`config.mk`:
```
export PLATFORM = sky130hd
export DESIGN_NAME = mac_seq_multiplier_flat
export DESIGN_NICKNAME = d
export VERILOG_FILES = /design/src/rtl/mac_pkg.sv /design/src/rtl/mac_seq_multiplier_if.sv /design/src/rtl/mac_seq_multiplier.sv /design/src/flat_wrapper.sv
export SDC_FILE = /design/constraint.sdc
export NUM_CORES = 1
export LEC_CHECK = 0
export ABC_AREA = 1
export BUFFER_PORTS_ARGS = -buffer_cell sky130_fd_sc_hd__buf_2
export CAP_MARGIN = 25
export CELL_PAD_IN_SITES_DETAIL_PLACEMENT = 1
export CELL_PAD_IN_SITES_GLOBAL_PLACEMENT = 1
export CORE_MARGIN = 3
export CORE_UTILIZATION = 42
export CTS_CLUSTER_DIAMETER = 120
export DETAILED_ROUTE_END_ITERATION = 12
export PLACE_DENSITY = 0.77
export REMOVE_ABC_BUFFERS = 1
export SYNTH_ARGS = -nofsm -noshare
export SYNTH_HDL_FRONTEND = slang
export SYNTH_SLANG_ARGS = --single-unit
```
`constraint.sdc`:
```
create_clock -name clk -period 2.2 [get_ports clk]
set_clock_uncertainty 0.15 [all_clocks]
set_input_delay 0.22 -clock clk [delete_from_list [all_inputs] [get_ports clk]]
set_output_delay 0.22 -clock clk [all_outputs]
set_load 0.005 [all_outputs]
```
`src/rtl/mac_pkg.sv`:
```
// Shared definitions for the MAC datapath: multiplier FSM states, default
// operand width and the bit-counter sizing helper.
package mac_pkg;

    typedef enum logic [1:0] {
        IDLE = 2'd0,
        BUSY = 2'd1,
        DONE = 2'd2
    } mul_state_t;

    localparam int MAC_WIDTH = 8;

    // The counter must hold WIDTH itself, hence the +1.
    function automatic int count_width(input int width);
        return $clog2(width + 1);
    endfunction

endpackage

```
`src/rtl/mac_seq_multiplier_if.sv`:
```
// Controller-to-multiplier link: operand/strobe lines from the controller,
// done flag and product back from the multiplier.
interface mac_seq_multiplier_if
    import mac_pkg::*;
#(
    parameter int WIDTH = MAC_WIDTH
);
    logic                 RESET_cmd;
    logic                 Load_op;
    logic                 Begin_mul;
    logic [WIDTH-1:0]     a_in;
    logic [WIDTH-1:0]     b_in;
    logic                 End_mul;
    logic [2*WIDTH-1:0]   product;

    modport master (
        output RESET_cmd, Load_op, Begin_mul, a_in, b_in,
        input  End_mul, product
    );

    modport slave (
        input  RESET_cmd, Load_op, Begin_mul, a_in, b_in,
        output End_mul, product
    );
endinterface

```
`src/rtl/mac_seq_multiplier.sv`:
```
// Sequential shift-add unsigned multiplier: one multiplier bit per cycle,
// WIDTH iterations, result held in DONE until the controller moves on.
module mac_seq_multiplier
    import mac_pkg::*;
#(
    parameter int WIDTH = MAC_WIDTH
) (
    input  logic                 clk,
    input  logic                 reset,
    mac_seq_multiplier_if.slave  bus
);

    localparam int CW = count_width(WIDTH);

    mul_state_t             state_q, state_d;
    logic [WIDTH-1:0]       a_q, a_d;
    logic [WIDTH-1:0]       b_q, b_d;
    logic [WIDTH-1:0]       acc_q, acc_d;
    logic [WIDTH-1:0]       mplier_q, mplier_d;
    logic [CW-1:0]          count_q, count_d;
    logic [2*WIDTH-1:0]     product_q, product_d;

    logic [WIDTH:0]         sum;
    logic [2*WIDTH-1:0]     step;

    // One add-shift step: the carry out of the add becomes the new top bit.
    assign sum  = {1'b0, acc_q} + (mplier_q[0] ? {1'b0, a_q} : '0);
    assign step = {sum, mplier_q[WIDTH-1:1]};

    always_ff @(posedge clk or negedge reset) begin
        if (!reset) begin
            state_q   <= IDLE;
            a_q       <= '0;
            b_q       <= '0;
            acc_q     <= '0;
            mplier_q  <= '0;
            count_q   <= '0;
            product_q <= '0;
        end else begin
            state_q   <= state_d;
            a_q       <= a_d;
            b_q       <= b_d;
            acc_q     <= acc_d;
            mplier_q  <= mplier_d;
            count_q   <= count_d;
            product_q <= product_d;
        end
    end

    always_comb begin
        state_d   = state_q;
        a_d       = a_q;
        b_d       = b_q;
        acc_d     = acc_q;
        mplier_d  = mplier_q;
        count_d   = count_q;
        product_d = product_q;

        if (!bus.RESET_cmd) begin
            state_d   = IDLE;
            a_d       = '0;
            b_d       = '0;
            acc_d     = '0;
            mplier_d  = '0;
            count_d   = '0;
            product_d = '0;
        end else begin
            case (state_q)
                IDLE, DONE: begin
                    if (bus.Load_op) begin
                        a_d = bus.a_in;
                        b_d = bus.b_in;
                        if (state_q == DONE) state_d = IDLE;
                    end
                    // Same-cycle load and start must multiply the fresh operands.
                    if (bus.Begin_mul) begin
                        state_d  = BUSY;
                        acc_d    = '0;
                        mplier_d = bus.Load_op ? bus.b_in : b_q;
                        count_d  = CW'(WIDTH);
                    end
                end
                BUSY: begin
                    {acc_d, mplier_d} = step;
                    count_d           = count_q - CW'(1);
                    if (count_q == CW'(1)) begin
                        product_d = step;
                        state_d   = DONE;
                    end
                end
                default: state_d = IDLE;
            endcase
        end
    end

    assign bus.End_mul = (state_q == DONE);
    assign bus.product = product_q;

endmodule

```
`src/flat_wrapper.sv`:
```
// flat-port wrapper written by rule: the top's interface ports become plain ports
module mac_seq_multiplier_flat import mac_pkg::*;
#(
    parameter int WIDTH = MAC_WIDTH
)
  (clk, reset, bus_RESET_cmd, bus_Load_op, bus_Begin_mul, bus_a_in, bus_b_in, bus_End_mul, bus_product);
  mac_seq_multiplier_if #(.WIDTH(WIDTH)) bus_i ();
  input  logic clk;
  input  logic reset;
  input wire logic [$bits(bus_i.RESET_cmd)-1:0] bus_RESET_cmd;
  input wire logic [$bits(bus_i.Load_op)-1:0] bus_Load_op;
  input wire logic [$bits(bus_i.Begin_mul)-1:0] bus_Begin_mul;
  input wire logic [$bits(bus_i.a_in)-1:0] bus_a_in;
  input wire logic [$bits(bus_i.b_in)-1:0] bus_b_in;
  output wire logic [$bits(bus_i.End_mul)-1:0] bus_End_mul;
  output wire logic [$bits(bus_i.product)-1:0] bus_product;
  assign bus_i.RESET_cmd = bus_RESET_cmd;
  assign bus_i.Load_op = bus_Load_op;
  assign bus_i.Begin_mul = bus_Begin_mul;
  assign bus_i.a_in = bus_a_in;
  assign bus_i.b_in = bus_b_in;
  assign bus_End_mul = bus_i.End_mul;
  assign bus_product = bus_i.product;
  mac_seq_multiplier #(.WIDTH(WIDTH)) u_core (.clk(clk), .reset(reset), .bus(bus_i));
endmodule
```
# Yosys cells after proc, flatten, opt, wreduce, memory -nomap -nowiden
# Index checks and enable logic that the tools add are counted.
[word_totals]
regBits = 54
inputBits = 21
elab_cells = 52
[classes]
n_addsub = 2
eq_ne = 12
muxes = 25
n_reduce_logical = 6
[op_table]
columns = ["op", "n"]
rows = [
  ["8-bit two-way mux", 11],
  ["16-bit two-way mux", 3],
  ["8-bit one-hot mux with 2 select lines", 2],
  ["2-bit two-way mux", 5],
  ["8-bit by 9-bit adder with 9-bit output", 1],
  ["4-bit two-way mux", 2],
  ["2-bit by 1-bit != test with 1-bit output, second input constant", 4],
  ["4-bit != test, second input constant", 2],
  ["4-bit one-hot mux with 2 select lines", 1],
  ["2-bit AND reduction", 3],
  ["4-bit by 1-bit == test with 1-bit output, second input constant", 1],
  ["2-bit one-hot mux with 2 select lines", 1],
  ["4-bit by 1-bit subtractor with 4-bit output, second input constant", 1],
  ["3-bit by 1-bit != test with 1-bit output, second input constant", 1],
  ["3-bit by 2-bit != test with 1-bit output, second input constant", 1],
  ["3-bit != test, second input constant", 1],
  ["3-bit AND reduction", 1],
  ["2-bit by 1-bit == test with 1-bit output, second input constant", 1],
  ["2-bit == test, second input constant", 1],
  ["2-bit zero test", 1],
  ["2-bit OR reduction", 1],
]

# Longest topological paths before layout
# Gate-level depths: netlist of run 1.
[depth]
ltp_word = 6
ltp_mapped = 13

# Worst setup path before layout of run 1
# OpenSTA, ideal clock, no wires.
[synth_path]
kind = "reg2reg"
from = "register u_core.mplier_q[0]"
to = "register u_core.acc_q[7]"
setup_ns = 0.126
arrival_time_ns = 1.713
path_slack_ns = 0.211
stages_incl_launch_ff = 14
n_path_buf = 1
path_cell_list = "dfrtp_1 -> clkbuf_1 -> nand2_1 -> inv_1 -> ha_1 -> fa_1 -> nand2_1 -> nand3_1 -> nand3_1 -> nand2_1 -> nand2_1 -> nand2_1 -> nand2_1 -> o21ai_0"
[synth_between]
elab_chain_len = 4
[synth_rtl]
columns = ["item", "line_no", "rtl"]
rows = [
  ["from (decl)", "mac_seq_multiplier.sv:19", "logic [WIDTH-1:0] mplier_q, mplier_d;"],
  ["from (signal assigned)", "mac_seq_multiplier.sv:44", "mplier_q <= mplier_d;"],
  ["8-bit two-way mux", "mac_seq_multiplier.sv:27", "assign sum = {1'b0, acc_q} + (mplier_q[0] ? {1'b0, a_q} : '0);"],
  ["8-bit by 9-bit adder with 9-bit output", "mac_seq_multiplier.sv:27", ""],
  ["8-bit one-hot mux with 2 select lines", "mac_seq_multiplier.sv:68", "case (state_q)"],
  ["8-bit two-way mux", "mac_seq_multiplier.sv:59", "if (!bus.RESET_cmd) begin"],
  ["to (signal assigned)", "mac_seq_multiplier.sv:35", "acc_q <= '0;"],
  ["to (signal assigned)", "mac_seq_multiplier.sv:43", "acc_q <= acc_d;"],
  ["to (decl)", "mac_seq_multiplier.sv:18", "logic [WIDTH-1:0] acc_q, acc_d;"],
]
# No other way between the ends.
# A chain may end at the register's enable or synchronous reset.

# Final worst setup path of run 1
# Ends and elaborated chain as after synthesis.

==> flow_summary.json, run 1 <==
{
  "ant_nets": 0,
  "globalRouteOverflowTotal": 0,
  "status": "finished, final reports clean",
  "synthFlopType": "dfrtp_1",
  "fin_area_um2": 3149,
  "critPathKind": "reg -> reg",
  "worstPathRequired_ps": 2240,
  "min_path_type": "in -> reg",
  "p_leak_nw": 1.676,
  "htree_levels": 2,
  "slowest_stage": "dfrtp_1",
  "drt_iter0_drc": 64,
  "rsz0062_at_grt": "false",
  "insertion_delay_ps": 310,
  "fin_cells": 457,
  "finalMaxSlewViolations": 0,
  "drc": 0,
  "ys_warn_count": 0,
  "vias_per_cell": 5.085,
  "synth_edf_count": 0,
  "synthTopCellsByCount": "nand2_1, inv_1, dfrtp_1",
  "finalHoldViolCount": 0,
  "worstMarginPinSlew_ps": 624.0,
  "place_ws_ps": 162.3,
  "grt_antenna_before_repair": 0,
  "drv_cap": 0,
  "gr-usage-all-layers_pct": 20.79,
  "cts_tree": "built",
  "yosysUniqueCellTypes": 28,
  "layout-drive-gt1-share_pct": 16.75,
  "worst_slack_ps": 152.8,
  "final_nets": 413,
  "dieHeight_um": 86.48,
  "crit_path_frequent_cell": "nand2_1",
  "core_um2": 6096,
  "postCtsSetupBuffers": 0,
  "placed_cell_area_um2": 3043,
  "crit_family": "simple AND/OR/NAND/NOR gates",
  "cp_max_fo": 4,
  "die_area_um2": 7478,
  "slew_headroom_pct": 58.40,
  "yosysSeqAreaShare_pct": 49.68,
  "dr.pass1.iters": 4,
  "clock_path_buffers": 2,
  "syn_area_per_cell_um2": 8.096,
  "post-route-period-util_pct": 93.05,
  "synth-async-reset-ratio_pct": 100.0,
  "start_util_pct": 44.62,
  "fin_crit_ps": 2047,
  "synth_top_cell_area_share_pct": 49.68,
  "cts.sinks": 54,
  "path_cells": "nand2_1, inv_1, ha_1, fa_1, nand2_1, nand3_1, nand3_2, nand2_1, nand2_1, nand2_1, nand2_1, o21ai_0",
  "synth_most_common_cell": "nand2_1",
  "cts_made_buffers": 5,
  "dpl.cell_count": 448,
  "hpwl_mm": 5.338,
  "portBuffers": 37,
  "fin_tns_setup_ps": 0,
  "yosysTopAreaCell": "dfrtp_1",
  "clk_pin_slew_ps": 100,
  "syn_inst": 336,
  "cp-end-kind": "register",
  "grt_pass1_wl_mm": 12.31,
  "pin_count": 38,
  "cp.arrival_ps": 2090,
  "fin_util_pct": 51.66,
  "via_count": 2324,
  "areaGrowthSynthToFinish_pct": 15.78,
  "grt_max_degree": 32,
  "yosys-top-cells-area": "dfrtp_1, nand2_1, o21ai_0",
  "start_kind": "register",
  "power_density_nw_per_um2": 652.7,
  "fmax_ghz": 0.4885,
  "diodes": 0,
  "drt-total-wl_mm": 7.091,
  "cts_root_buf": "clkbuf_8",
  "final-setup-viol-count": 0,
  "synth_area_um2": 2720,
  "ys_ff_latch": 54,
  "grt_pass1_vias": 2546,
  "irDropWorstVdd_uv": 336.7,
  "fp-row-count": 28,
  "die_x_um": 86.48,
  "crit_path_max_incr_delay_ps": 430,
  "timing.critical_path.buf_inv": 1,
  "wl_per_cell_um": 15.52,
  "place_congestion": 0.7738
}
## report_power, final
part / switching, mW / internal [mW] / total, mW
clock: 0.333 / 0.255 / 0.589
combinational: 0.230 / 0.130 / 0.359
sequential: 0.0446 / 1.06 / 1.11
total: 0.608 / 1.45 / 2.06
## layout make-up
cell class / count / area, µm²
timing repair buffer: 49 / 302.8
multi-input combinational: 214 / 1096
tap: 75 / 93.84
sequential: 54 / 1351
fill: 788 / 2947
clock inverter: 1 / 5.005
inverter: 57 / 214.0
clock buffer: 7 / 86.33
## worst reg2reg max path: cells and delay by family, from the launching register on
| kind | cells | cell delay (ps) |
|---|---|---|
| AND/OR/NAND/NOR | 8 | 640 |
| AO/OA/AOI/OAI | 1 | 80 |
| buffers and inverters | 1 | 40 |
| flip-flops | 1 | 430 |
| adder cells (fa/ha/maj) | 2 | 600 |
## cell families (layout without fill, tap and decap cells)
kind of cell    count (synthesis)  after routing  share of synthesized area (%)
simple gates                  133            133                          20.65
compound gates                 69             69                          13.80
buf+inv                        68            114                          10.21
flops                          54             54                          49.68
fa+ha+maj                      11             11                          5.336
xor+xnor                        1              1                         0.3220
## flip-flops by register name (all words and copies together) (netlist names)
register,flops
u_core.bus.product,16
u_core.a_q,8
u_core.acc_q,8
u_core.b_q,8
u_core.mplier_q,8
u_core.count_q,4
u_core.state_q,2
## metrics by stage
| step | hold WS [ps] | power, mW |
|---|---|---|
| floorplan | -225.6 | 1.312 |
| global placement | 100.4 | 1.469 |
| detailed placement | 107.4 | 1.487 |
| CTS | 1.028 | 2.082 |
| global route | 17.04 | 2.174 |
| finish | 12.49 | 2.055 |
## timing repair
item / CTS / global route
setup endpoints to repair: 0 / 1
endpoints found under the hold margin: 23 / 0
hold buffers: 1 / 0
gates resized for setup: 0 / 1
## cells in the final DEF, fill, tap and decap left out, drive strengths merged
master	count
a21oi	8
a31oi	7
buf	48
clkbuf	7
clkinv	1
dfrtp	54
dlygate4sd3	1
fa	1
ha	10
inv	57
nand2	88
nand3	24
nand3b	2
nand4	4
nor2	15
o211a	1
o211ai	1
o21ai	48
o22ai	3
o31ai	1
xnor2	1
## worst paths after layout
path / from / endpoint / slack, ps / depth (start not counted)
min: bus_a_in[4] / u_core.a_q[4] / 10 / 3
max: u_core.mplier_q[0] / u_core.acc_q[7] / 150 / 12
max reg2reg: u_core.mplier_q[0] / u_core.acc_q[7] / 150 / 12
max in group asynchronous: reset / u_core.bus.product[0] / 1010 / 3
min reg2reg: u_core.bus.product[13] / u_core.bus.product[13] / 340 / 2
min in group asynchronous: reset / u_core.bus.product[6] / 310 / 2
## per-layer routing
layer  up-vias  share of wire, %  global-route usage, %  routed length, µm
met4         0              0.80                  4.249                 57
met5         -                 0                      0                  0
met2        26                51                  36.09               3601
met3         6               2.1                  3.232                149
li1       1163                 -                      -                  -
met1      1129                46                  27.57               3283
Power figures use the tool's default switching activity.
==> run 2: changes to the inputs <==
CORE_MARGIN = 4   (was 3)
SLEW_MARGIN = 10   (was unset)
==> flow_summary.json, run 2 (synthesized netlist as in run 1, its figures left out) <==
{
  "status": "finished, final reports clean",
  "clock_path_buffers": 2,
  "via_count": 2347,
  "fin_crit_ps": 2029,
  "fp-row-count": 29,
  "die_x_um": 88.48,
  "wl_per_cell_um": 15.08,
  "p_clk_share_pct": 31.3,
  "min_path_type": "in -> reg",
  "drv_cap": 0,
  "start_kind": "register",
  "fin_cells": 465,
  "cts.sinks": 54,
  "dpl.cell_count": 453,
  "dieHeight_um": 88.48,
  "grt_antenna_before_repair": 0,
  "final-setup-viol-count": 0,
  "final_common_cell": "nand2_1",
  "hold_slack_ps": 2.907,
  "drt_iter0_drc": 78,
  "globalRouteOverflowTotal": 0,
  "final_nets": 419,
  "ant_nets": 0,
  "p_sw_share_pct": 28.15,
  "layout-drive-gt1-share_pct": 17.78,
  "p_leak_nw": 1.708,
  "largest_reg_flops": 16,
  "combPwrFrac_pct": 17.2,
  "slew_headroom_pct": 47.57,
  "insertion_delay_ps": 300,
  "fin_tns_setup_ps": 0,
  "power_density_nw_per_um2": 668.8,
  "grt_max_degree": 33,
  "fmax_ghz": 0.4928,
  "pin_count": 38,
  "worstMarginPinSlew_ps": 786.4,
  "finalHoldViolCount": 0,
  "start_util_pct": 43.08,
  "grt_pass1_wl_mm": 12.07,
  "drt-total-wl_mm": 7.012,
  "drc": 0,
  "areaGrowthSynthToFinish_pct": 17.99,
  "grt_pass1_vias": 2596,
  "cts_tree": "built",
  "share_seq_of_total_power_pct": 51.5,
  "cts_root_buf": "clkbuf_8",
  "hpwl_mm": 5.258,
  "cp-end-kind": "register",
  "vias_per_cell": 5.047,
  "p_int_mw": 1.542,
  "clk_pin_slew_ps": 100,
  "htree_levels": 2,
  "irDropWorstVdd_uv": 337.4,
  "die_area_um2": 7828,
  "portBuffers": 37,
  "layout_common_cells": "nand2_1, inv_1, dfrtp_1, o21ai_0, buf_2",
  "rsz0062_at_grt": "false",
  "critPathKind": "reg -> reg",
  "finalMaxSlewViolations": 0,
  "dr.pass1.iters": 4,
  "cts_made_buffers": 5,
  "place_congestion": 0.8131,
  "cp.arrival_ps": 2030,
  "gr-usage-all-layers_pct": 19.67,
  "diodes": 0,
  "worstPathRequired_ps": 2200,
  "cp_max_fo": 4,
  "switchingPower_mw": 0.6043,
  "core_um2": 6314,
  "post-route-period-util_pct": 92.23
}
[run 2: path summary, 6_finish.rpt]
kind	from	slack (ps)	cells past startpoint	to
max in group asynchronous	reset	1050	3	u_core.bus.product[15]
min in group asynchronous	reset	290	2	u_core.bus.product[8]
max	u_core.mplier_q[0]	170	12	u_core.acc_q[7]
min	bus_a_in[7]	3	3	u_core.a_q[7]
max reg2reg	u_core.mplier_q[0]	170	12	u_core.acc_q[7]
min reg2reg	u_core.bus.product[14]	330	2	u_core.bus.product[14]
[run 2: critical path, cell delays in order, from the launching register on]
cell and delay (ps):
dfrtp_1 420, nand2_1 70, inv_1 40, ha_1 210, fa_2 350, nand2_2 80
nand3_2 90, nand3_1 110, nand2_1 80, nand2_1 60, nand2_1 60, nand2_1 60
o21ai_0 90
[run 2: power by group through the flow]
stage	logic [mW]	clock network (mW)	registers, mW
after floorplan	0.194	0	1.12
after global placement	0.354	0	1.12
after detailed placement	0.366	0	1.13
after CTS	0.370	0.691	1.11
after global routing	0.424	0.735	1.11
final	0.369	0.672	1.11
[run 2: metrics by stage]
stage / util (%) / setup WS, ps / power (mW) / area (µm²)
after floorplan: - / 255.0 / 1.312 / 2656
after global placement: 48.39 / 216.2 / 1.475 / 3055
after detailed placement: 48.39 / 63.39 / 1.492 / 3055
after CTS: 50.40 / 13.31 / 2.168 / 3182
after global routing: 50.83 / 21.99 / 2.273 / 3209
final: 50.83 / 170.9 / 2.146 / 3209
[run 2: layer usage]
metal	up-vias	share of wire [%]	GRT usage [%]
met1	1138	44	24.85
met4	0	1.1	5.220
met3	9	2.7	2.607
li1	1170	-	-
met2	30	52	35.35
met5	-	0	0
[run 2: layout make-up]
type	count	area, µm²
multi-input combinational	214	1101
sequential	54	1351
fill	824	3104
inverter	57	214.0
clock buffer	7	76.32
tap	77	96.34
clock inverter	1	30.03
timing repair buffer	55	340.3
[run 2: what timing repair did]
action / in CTS / in global routing
hold endpoints to repair: 23 / 1
setup buffers: 0 / 1
resized for setup: 0 / 3
setup endpoints to repair: 0 / 4
hold buffers: 2 / 1
